## src/rtl/ffbank_multi.sv

```systemverilog
// ffbank_multi: WIDTH independent flip-flop channels on one clock. A runtime
// mode selects SR, JK, D or T behaviour for every channel. The forbidden SR
// input (s=r=1) holds the channel instead of producing X. Each such event
// sets a sticky per-channel error flag and bumps a saturating event counter.
module ffbank_multi #(
  parameter int                 WIDTH     = 4,
  parameter int                 CNT_W     = 8,
  parameter logic [WIDTH-1:0]   RESET_VAL = {WIDTH{1'b0}}
) (
  input  logic              clk,
  input  logic              rst_n,
  input  logic              en,
  input  logic [1:0]        mode,
  input  logic [WIDTH-1:0]  a,
  input  logic [WIDTH-1:0]  b,
  input  logic              err_clr,
  output logic [WIDTH-1:0]  q,
  output logic [WIDTH-1:0]  qbar,
  output logic [WIDTH-1:0]  chg,
  output logic [WIDTH-1:0]  err,
  output logic [CNT_W-1:0]  err_cnt
);

  localparam logic [1:0] MODE_SR = 2'b00;
  localparam logic [1:0] MODE_JK = 2'b01;
  localparam logic [1:0] MODE_D  = 2'b10;
  localparam logic [1:0] MODE_T  = 2'b11;

  localparam logic [CNT_W-1:0] CNT_MAX = {CNT_W{1'b1}};
  localparam logic [CNT_W-1:0] CNT_ONE = CNT_W'(1);

  logic [WIDTH-1:0] r_q;
  logic [WIDTH-1:0] r_chg;
  logic [WIDTH-1:0] r_err;
  logic [CNT_W-1:0] r_cnt;

  logic [WIDTH-1:0] w_q_next;
  logic [WIDTH-1:0] w_forbid;
  logic             w_any_forbid;
  logic [CNT_W-1:0] w_cnt_next;

  // Increment that sticks at the all-ones value instead of wrapping.
  function automatic logic [CNT_W-1:0] sat_inc(input logic [CNT_W-1:0] v);
    if (v == CNT_MAX) begin
      return v;
    end
    return v + CNT_ONE;
  endfunction

  // Per-channel next state for the selected mode; everything holds when en=0.
  always_comb begin
    w_q_next = r_q;
    w_forbid = '0;
    if (en) begin
      for (int i = 0; i < WIDTH; i++) begin
        unique case (mode)
          MODE_SR: begin
            if (a[i] && b[i]) begin
              w_forbid[i] = 1'b1;
            end else if (a[i]) begin
              w_q_next[i] = 1'b1;
            end else if (b[i]) begin
              w_q_next[i] = 1'b0;
            end
          end
          MODE_JK: begin
            if (a[i] && b[i]) begin
              w_q_next[i] = ~r_q[i];
            end else if (a[i]) begin
              w_q_next[i] = 1'b1;
            end else if (b[i]) begin
              w_q_next[i] = 1'b0;
            end
          end
          MODE_D: begin
            w_q_next[i] = a[i];
          end
          MODE_T: begin
            if (a[i]) begin
              w_q_next[i] = ~r_q[i];
            end
          end
          default: begin
            w_q_next[i] = r_q[i];
          end
        endcase
      end
    end
  end

  assign w_any_forbid = |w_forbid;

  // Counter next value: a clear restarts the count, but an error on the
  // clearing edge is still counted as the first event of the new window.
  always_comb begin
    w_cnt_next = r_cnt;
    if (err_clr) begin
      w_cnt_next = w_any_forbid ? CNT_ONE : '0;
    end else if (w_any_forbid) begin
      w_cnt_next = sat_inc(r_cnt);
    end
  end

  // State, change flags and error bookkeeping, all updated on the same edge.
  always_ff @(posedge clk) begin
    if (!rst_n) begin
      r_q   <= RESET_VAL;
      r_chg <= '0;
      r_err <= '0;
      r_cnt <= '0;
    end else begin
      r_q   <= w_q_next;
      r_chg <= w_q_next ^ r_q;
      r_err <= err_clr ? w_forbid : (r_err | w_forbid);
      r_cnt <= w_cnt_next;
    end
  end

  assign q       = r_q;
  assign qbar    = ~r_q;
  assign chg     = r_chg;
  assign err     = r_err;
  assign err_cnt = r_cnt;

endmodule

```

## config.mk

```make
export PLATFORM = sky130hd
export DESIGN_NAME = ffbank_multi
export DESIGN_NICKNAME = d
export VERILOG_FILES = /design/src/rtl/ffbank_multi.sv
export SDC_FILE = /design/constraint.sdc
export NUM_CORES = 1
export LEC_CHECK = 0
export ABC_AREA = 0
export ABC_CLOCK_PERIOD_IN_PS = 1800
export CAP_MARGIN = 25
export CORE_MARGIN = 2
export CORE_UTILIZATION = 40
export CTS_CLUSTER_SIZE = 14
export DETAILED_ROUTE_END_ITERATION = 10
export GPL_TIMING_DRIVEN = 0
export PLACE_DENSITY = 0.81
export RECOVER_POWER = 100
export REMOVE_ABC_BUFFERS = 1
export SLEW_MARGIN = 20
export SYNTH_ARGS = -nofsm -noshare
export SYNTH_HDL_FRONTEND = slang
export SYNTH_SLANG_ARGS = --single-unit
```

## constraint.sdc

```tcl
create_clock -name clk -period 1.8 [get_ports clk]
set_input_delay 0.36 -clock clk [delete_from_list [all_inputs] [get_ports clk]]
set_output_delay 0.36 -clock clk [all_outputs]
set_load 0.01 [all_outputs]
```

**Word-level counts from Yosys, hierarchy flattened**

Index checks and enable logic that the tools add are counted.

- Register bits: 20
- Word-level logic and storage cells: 67
- Output and inout port bits: 24
- Input bits: 14

- Bitwise logic cells: 7
- Reductions and logical operators: 8
- Add/sub/neg operators: 1
- Equality and inequality tests: 5
- Multiplexer cells: 42

Operators with widths:

| cell | count |
|---|---|
| 1-bit two-way mux | 32 |
| 8-bit two-way mux | 3 |
| 1-bit case mux with 4 select lines | 4 |
| 4-bit two-way mux | 3 |
| 8-bit by 1-bit adder with 8-bit output (second input constant) | 1 |
| 8-bit == test (second input constant) | 1 |
| 2-bit == test (second input constant) | 2 |
| 1-bit logical AND | 4 |
| 1-bit NOT | 4 |
| 4-bit NOT | 1 |
| 4-bit OR | 1 |
| 4-bit OR reduction | 1 |
| 4-bit bitwise XOR | 1 |
| 3-bit != test (second input constant) | 1 |
| 2-bit by 1-bit == test with 1-bit output (second input constant) | 1 |
| 2-bit zero test | 1 |
| 2-bit AND reduction | 1 |
| 2-bit nonzero test | 1 |

**Depth between registers and ports, before layout**

- Depth after elaboration: 10
- Mapped depth: 6
- Depth with buffers taken out: 5

**Worst setup path before layout**

No wires, ideal clock.

- Path kind: in2reg
- Start point: in en
- End point: reg r_cnt[3], in the netlist err_cnt[3]
- Arrival time: 1.833 ns
- Buffers on the path: 2
- Library setup time: 0.070 ns
- Stages on the path: 6
- Required time: 1.730 ns
- Setup slack: -0.104 ns
- Path through: buf_4 -> or3b_1 -> buf_6 -> a41o_4 -> or4_1 -> a21oi_1

- Cells in the longest elaborated chain, start to end: 4

RTL lines:

| element | line | text |
|---|---|---|
| from (decl) | 12 | `input logic en,` |
| 4-bit two-way mux | 54 | `if (en) begin` |
| 4-bit OR reduction | 91 | `assign w_any_forbid = \|w_forbid;` |
| 2-bit nonzero test (no source line) | - |  |
| 2-bit AND reduction (no source line) | - |  |
| to (signal assigned) | 115 | `r_cnt <= w_cnt_next;` |
| to (decl) | 35 | `logic [CNT_W-1:0] r_cnt;` |

Every way passes these cells.
A chain may end at the register's enable or synchronous reset.

**Final worst setup path**

- Start point: in a[2]
- End point: reg r_cnt[5], in the netlist err_cnt[5]

- Cells in the longest elaborated chain, start to end: 7

RTL lines:

| element | line | text |
|---|---|---|
| from (decl) | 14 | `input logic [WIDTH-1:0] a,` |
| 1-bit logical AND | 58 | `if (a[i] && b[i]) begin` |
| 1-bit two-way mux | 58 |  |
| 1-bit two-way mux | 56 | `unique case (mode)` |
| 4-bit two-way mux | 54 |  |
| 4-bit OR reduction | 91 |  |
| 2-bit nonzero test (no source line) | - |  |
| 2-bit AND reduction (no source line) | - |  |

Every way passes these cells.

==> results.json <==
{
  "max_stage_delay_ps": 540,
  "hold_violations": 0,
  "gp_congestion": 0.8038,
  "setup_viol": 0,
  "yosysSeqAreaShare": 0.3608,
  "overflow": 0,
  "ant_nets": 0,
  "period_share": 0.9872,
  "crit_required_ps": 2030,
  "power.leakage_nw": 0.6132,
  "grt_util_met3": 0.02304,
  "cts_tree": "done",
  "cp_slowest_cell": "clkdlybuf4s50_1",
  "drc_errors": 0,
  "fillers": 262,
  "async_flop_share": 0,
  "fp.coreArea_mm2": 0.002686,
  "port_buffers": 37,
  "whs_ps": 474.8,
  "io_pins": 38,
  "worst_pin_slew_ps": 452.2,
  "hold_start": "en",
  "hold_depth": 2,
  "avgRoutedWirePerCell_um": 13.77,
  "cp_max_fo": 7,
  "dr.first_iter.drc_count": 18,
  "grt_pass1_wl_um": 4616,
  "grt_use_total": 0.1749,
  "hold_path_class": "in -> reg",
  "synthFlopType": "dfxtp_1",
  "vias": 1162,
  "max_slew_margin": 0.6976,
  "cts_buffers": 3,
  "r2r_start": "err_cnt[0]",
  "post-place-ws_ps": -811.4,
  "dp_hpwl_um": 2084,
  "cts_buffer_depth": 2,
  "run_status": "finished clean",
  "antenna_found_initial": 0,
  "syn_area_per_cell_um2": 8.160,
  "cp-start-kind": "primary input",
  "synth_edf_count": 0,
  "max_freq_mhz": 562.8,
  "r2r_slack_ps": 150,
  "fp-row-count": 19,
  "max_cap_viol_count": 0,
  "synthToLayoutAreaGrowth_pct": 40.36,
  "p_total_mw": 0.9322,
  "nets": 190,
  "numClockSinks": 20,
  "design_area_mm2": 0.001558,
  "met1_usage": 0.2011,
  "ys_types": 38,
  "place_area_mm2": 0.001489,
  "drt_pass1_iterations": 4,
  "syn_area_mm2": 0.001110,
  "clk_latency_ps": 290,
  "fin_skew_ps": 8.152,
  "grt_start_max_net_pins": 14,
  "period_needed_ps": 1777,
  "reg2reg_to": "err_cnt[0]",
  "grt_pass1_vias": 1131,
  "root_buffer": "clkbuf_4",
  "grtUsageMet2": 0.3256,
  "rsz0062_at_grt": "false",
  "dieArea_mm2": 0.003212,
  "path_class": "in -> reg",
  "p_per_area_mw_per_mm2": 598.4,
  "layout-drive-gt1-share": 0.09195,
  "worstPathCellList": "clkdlybuf4s50_1 -> nand2_1 -> a41o_4 -> or4_1 -> a21oi_1",
  "ys_warn_count": 0,
  "setup_slack_ps": 23.06,
  "critPathArrivalTime_ps": 2000,
  "clk_pin_slew_ps": 110,
  "die_w_um": 56.68,
  "avgViaCountPerCell": 5.668,
  "fp.dieH_um": 56.68,
  "slew_violations": 0,
  "busiest_layer": "met2",
  "critPathCaptureType": "flip-flop",
  "start_util": 0.4131,
  "synth-seq-cells": 20,
  "cts_max_level": 1,
  "hold_end": "q[2]",
  "vdd.ir_drop.worst_mv": 0.4702,
  "reg2regPathDepth": 5,
  "synthCells": 136,
  "n_antenna_cell": 0,
  "wl_um": 2823
}
[Yosys cell counts (all sizes together), types with 3 or more instances]
cell type | number | area [µm²]
a21oi | 11 | 55.05
a221o | 3 | 30.03
a41o | 3 | 41.29
and2 | 6 | 37.54
clkbuf | 3 | 11.26
dfxtp | 20 | 400.4
inv | 11 | 41.29
nand2 | 13 | 48.80
nand3 | 6 | 30.03
nor2 | 7 | 26.28
nor3 | 4 | 20.02
o2111ai | 3 | 26.28
o21a | 3 | 22.52
o21ai | 8 | 40.04
o22ai | 4 | 25.02
or4 | 3 | 22.52
xor2 | 4 | 35.03
[how the worst max path moves through the flow]
stage,start,to,slack [ps],cells past startpoint
5_1_grt,en,err_cnt[5],3,5
4_1_cts,mode[0],err_cnt[3],0.3,5
3_3_place_gp,mode[0],err_cnt[4],-750,5
6_report,a[2],err_cnt[5],20,5
2_1_floorplan,mode[1],err_cnt[3],6,4
3_5_place_dp,mode[0],err_cnt[3],-810,5
[flip-flops by register name (all words and copies together), names as in the netlist]
name,flops
err_cnt,8
err,4
chg,4
q,4
[power by group]
group / internal (mW) / switching (mW)
clock: 0.123 / 0.129
sequential: 0.459 / 0.0164
combinational: 0.103 / 0.101
[cells in the final DEF, fill, tap and decap left out, types with 2 or more instances in the layout]
master	synthesis	routed
o31ai_1	2	2
o2111ai_1	3	3
inv_1	11	11
o22ai_1	4	4
dlygate4sd3_1	0	16
a221o_1	3	3
dfxtp_1	20	20
clkbuf_4	0	3
nor2_1	7	7
nand2_2	0	3
o21ai_0	8	8
nand4_1	2	2
a41o_1	2	2
or4_1	3	3
nand2_1	13	10
a21oi_1	11	11
clkdlybuf4s50_1	0	16
a31oi_1	2	2
dlymetal6s2s_1	0	2
nand3_1	6	6
xor2_1	4	4
and2_0	0	3
and2_1	6	3
nor2b_1	2	2
nor3_1	4	4
o21a_1	3	3
[critical path: cells and delay by family]
kind            cells  cell delay, ps
compound gates      2             450
buf+inv             1             540
simple gates        2             650
[what timing repair did]
| item | CTS | global route |
|---|---|---|
| setup buffers | 2 | 0 |
| gates resized for setup | 8 | 9 |
| hold buffers | 0 | 0 |
| setup endpoints to repair | 8 | 8 |
| cloned | 0 | 0 |
| pin swaps | 1 | 0 |
[through the flow]
stage	setup TNS (ps)	instances	utilization
after floorplan	0	131	-
after global placement	-7030	199	0.5543
after detailed placement	-8000	199	0.5543
after CTS	0	205	0.5748
after global routing	0	205	0.5799
final	0	205	0.5799
[layout make-up]
class / count / area (µm²) / area share
multi-input cells: 100 / 659.4 / 0.4233
clock buffers: 4 / 36.28 / 0.02329
well taps: 31 / 38.79 / 0.02490
flip-flops and latches: 20 / 400.4 / 0.2570
inverters: 11 / 41.29 / 0.02651
repair buffers: 39 / 381.6 / 0.2450
[routing by layer]
layer	vias up	wire, µm
li1	578	-
met1	541	1250
met2	41	1409
met4	0	12
met3	2	151
met5	-	0
[cell families (layout without fill, tap and decap cells)]
family | count (synthesis) | in the layout | share of synthesized area
AND/OR/NAND/NOR | 50 | 50 | 0.2357
adder cells (fa/ha/maj) | 1 | 1 | 0.01127
buffers and inverters | 16 | 54 | 0.06426
XOR/XNOR | 4 | 4 | 0.03156
AO/OA/AOI/OAI | 45 | 45 | 0.2965
flip-flops | 20 | 20 | 0.3608
No activity file was read; power rests on OpenSTA's default activity.
==> variant: new RTL, config.mk and constraints unchanged <==
Make the reset (`rst_n`) asynchronous in one clocked block.
--- a/src/rtl/ffbank_multi.sv
+++ b/src/rtl/ffbank_multi.sv
@@ -103,5 +103,5 @@
 
   // State, change flags and error bookkeeping, all updated on the same edge.
-  always_ff @(posedge clk) begin
+  always_ff @(posedge clk or negedge rst_n) begin
     if (!rst_n) begin
       r_q   <= RESET_VAL;
Check against the original RTL: differs if rst_n is asserted again (counterexample within 4 cycles, from zero or initial values and one cycle with rst_n low); with rst_n held inactive, the same outputs for 10 cycles.
==> variant against the original RTL <==
The run now ends with DRC left; sequential cell count stayed put; combinational power is 83% higher; power is 24% higher; worst setup slack better by 3.9 ps; routed wire length is 18% higher; critical path depth is 3 lower; synthesized area is 7.6% higher; design area is 8.5% higher.
==> variant: results <==
run_status:
  run_status: "complete, but fails checks"
  failed_checks: "DRC"
worst_setup_path:
  cp_max_fo: 5
  rr_endpoint: "err_cnt[4]$_DFFE_PN0P_"
  timing.rr.start: "err_cnt[0]$_DFFE_PN0P_"
  worst-endpoint-arrival_ps: 1410
  timing.reg2reg.setup_slack_ps: 190
final_layout:
  multiInputCombCellCount: 101
  final.signal_buffer_count: 43
  design.final.nets: 193
  fraction_of_area_in_multi_input_gates_pct: 39.30
  nonClkBufAreaFrac_pct: 24.35
  fillCellCount: 243
  numSequentialCells: 20
  clock_area_share_pct: 2.147
  seq_share_pct: 29.90
  post_route_cells_drive_above_1_share_pct: 14.12
  inverters_excl_clock: 9
grt:
  global_route.usage.met1_pct: 25.49
  globalRouteTotalUtil_pct: 18.26
  grt_pass1_wl_mm: 4.961
  grt_max_degree: 24
  global_route.usage.met3_pct: 2.637
  grt_pass1_vias: 1124
placed_design:
  routability_driven_placement_congestion_ratio: 0.7570
  hpwl_after_dpl_mm: 2.101
  placement.cell_area_sq_um: 1575
  dp_worst_slack_ps: -1081
  dp_cells: 197
synthesis:
  synth-async-reset-ratio_pct: 100.0
  synth_cell_type_count: 33
  netlist_top_cells_count: "sky130_fd_sc_hd__dfrtp_1, sky130_fd_sc_hd__nand2_1, sky130_fd_sc_hd__a21oi_1, sky130_fd_sc_hd__inv_1, sky130_fd_sc_hd__o21ai_0"
  ys_seq_area_share_pct: 41.93
  synthTopCellsByArea: "sky130_fd_sc_hd__dfrtp_1, sky130_fd_sc_hd__a21oi_1, sky130_fd_sc_hd__nand2_1"
  syn_inst: 135
detailed_routing:
  vias: 1297
  met2_wirelength_mm: 1.654
  firstDrtPassIters: 7
  wirelength_mm: 3.339
  first_iter_violations: 68
  drt_drc_violations_left: 1
  detail_route.wirelength.met1_mm: 1.399
  wl_met3_microns: 240
  routed_wire_length_per_instance_microns: 16.05
power:
  power.static_leakage_uw: 0.0007176
  ir_drop_v: 0.0003246
  p_int_uw: 800.5
timing:
  worstMarginPinSlew_ps: 873.3
  final_clock_skew_ps: 0.7321
  finalHoldWorstSlack_ps: 398.4
min_path:
  holdPathEnd: "chg[0]$_DFF_PN0_"
  worst_hold_path.num_cells: 3
clock_network:
  source_to_sink_clock_delay_at_the_later_pin_of_the_worst_skew_pair_ps: 310
  post_cts_resized: 25
  cts.repair_timing.setup_buffer_count: 2
[variant: cell count changes in the layout (fill, tap and decap cells not counted), moves of 5 or more]
| cell | before | now |
|---|---|---|
| sky130_fd_sc_hd__buf_4 | 1 | 7 |
| sky130_fd_sc_hd__clkdlybuf4s50_1 | 16 | 27 |
| sky130_fd_sc_hd__dfrtp_1 | 0 | 16 |
| sky130_fd_sc_hd__dfxtp_1 | 20 | 0 |
| sky130_fd_sc_hd__dlygate4sd3_1 | 16 | 0 |
| sky130_fd_sc_hd__mux2i_1 | 0 | 5 |
[variant: power groups by stage]
stage / combinational (uW) / clock, uW / sequential, uW
after floorplan: 129 / 0 / 538
after global placement: 314 / 0 / 525
after detailed placement: 324 / 0 / 528
after CTS: 340 / 263 / 518
after global routing: 406 / 296 / 517
final: 374 / 269 / 513
[variant: worst max-delay path by stage]
stage / from / to / slack [ps] / depth (start not counted)
after floorplan: mode[1] / err_cnt[3]$_DFFE_PN0P_ / -10 / 4
after global placement: mode[0] / err_cnt[7]$_DFFE_PN0P_ / -970 / 5
after detailed placement: mode[0] / err_cnt[4]$_DFFE_PN0P_ / -1080 / 5
after CTS: q[1]$_DFF_PN0_ / qbar[1] / 2 / 2
after global routing: q[0]$_DFF_PN0_ / qbar[0] / -20 / 2
final: q[0]$_DFF_PN0_ / qbar[0] / 30 / 2
[variant: kinds of logic after synthesis]
group | share of synthesized area, %
compound gates | 26.83
fa+ha+maj | 1.048
buf+inv | 5.136
flops | 41.93
mux | 4.193
simple gates | 20.86
[variant: worst max-delay path, cell delays in order (launching register included)]
cell and delay (ps):
sky130_fd_sc_hd__dfrtp_2 450, sky130_fd_sc_hd__inv_2 110, sky130_fd_sc_hd__clkdlybuf4s50_1 540
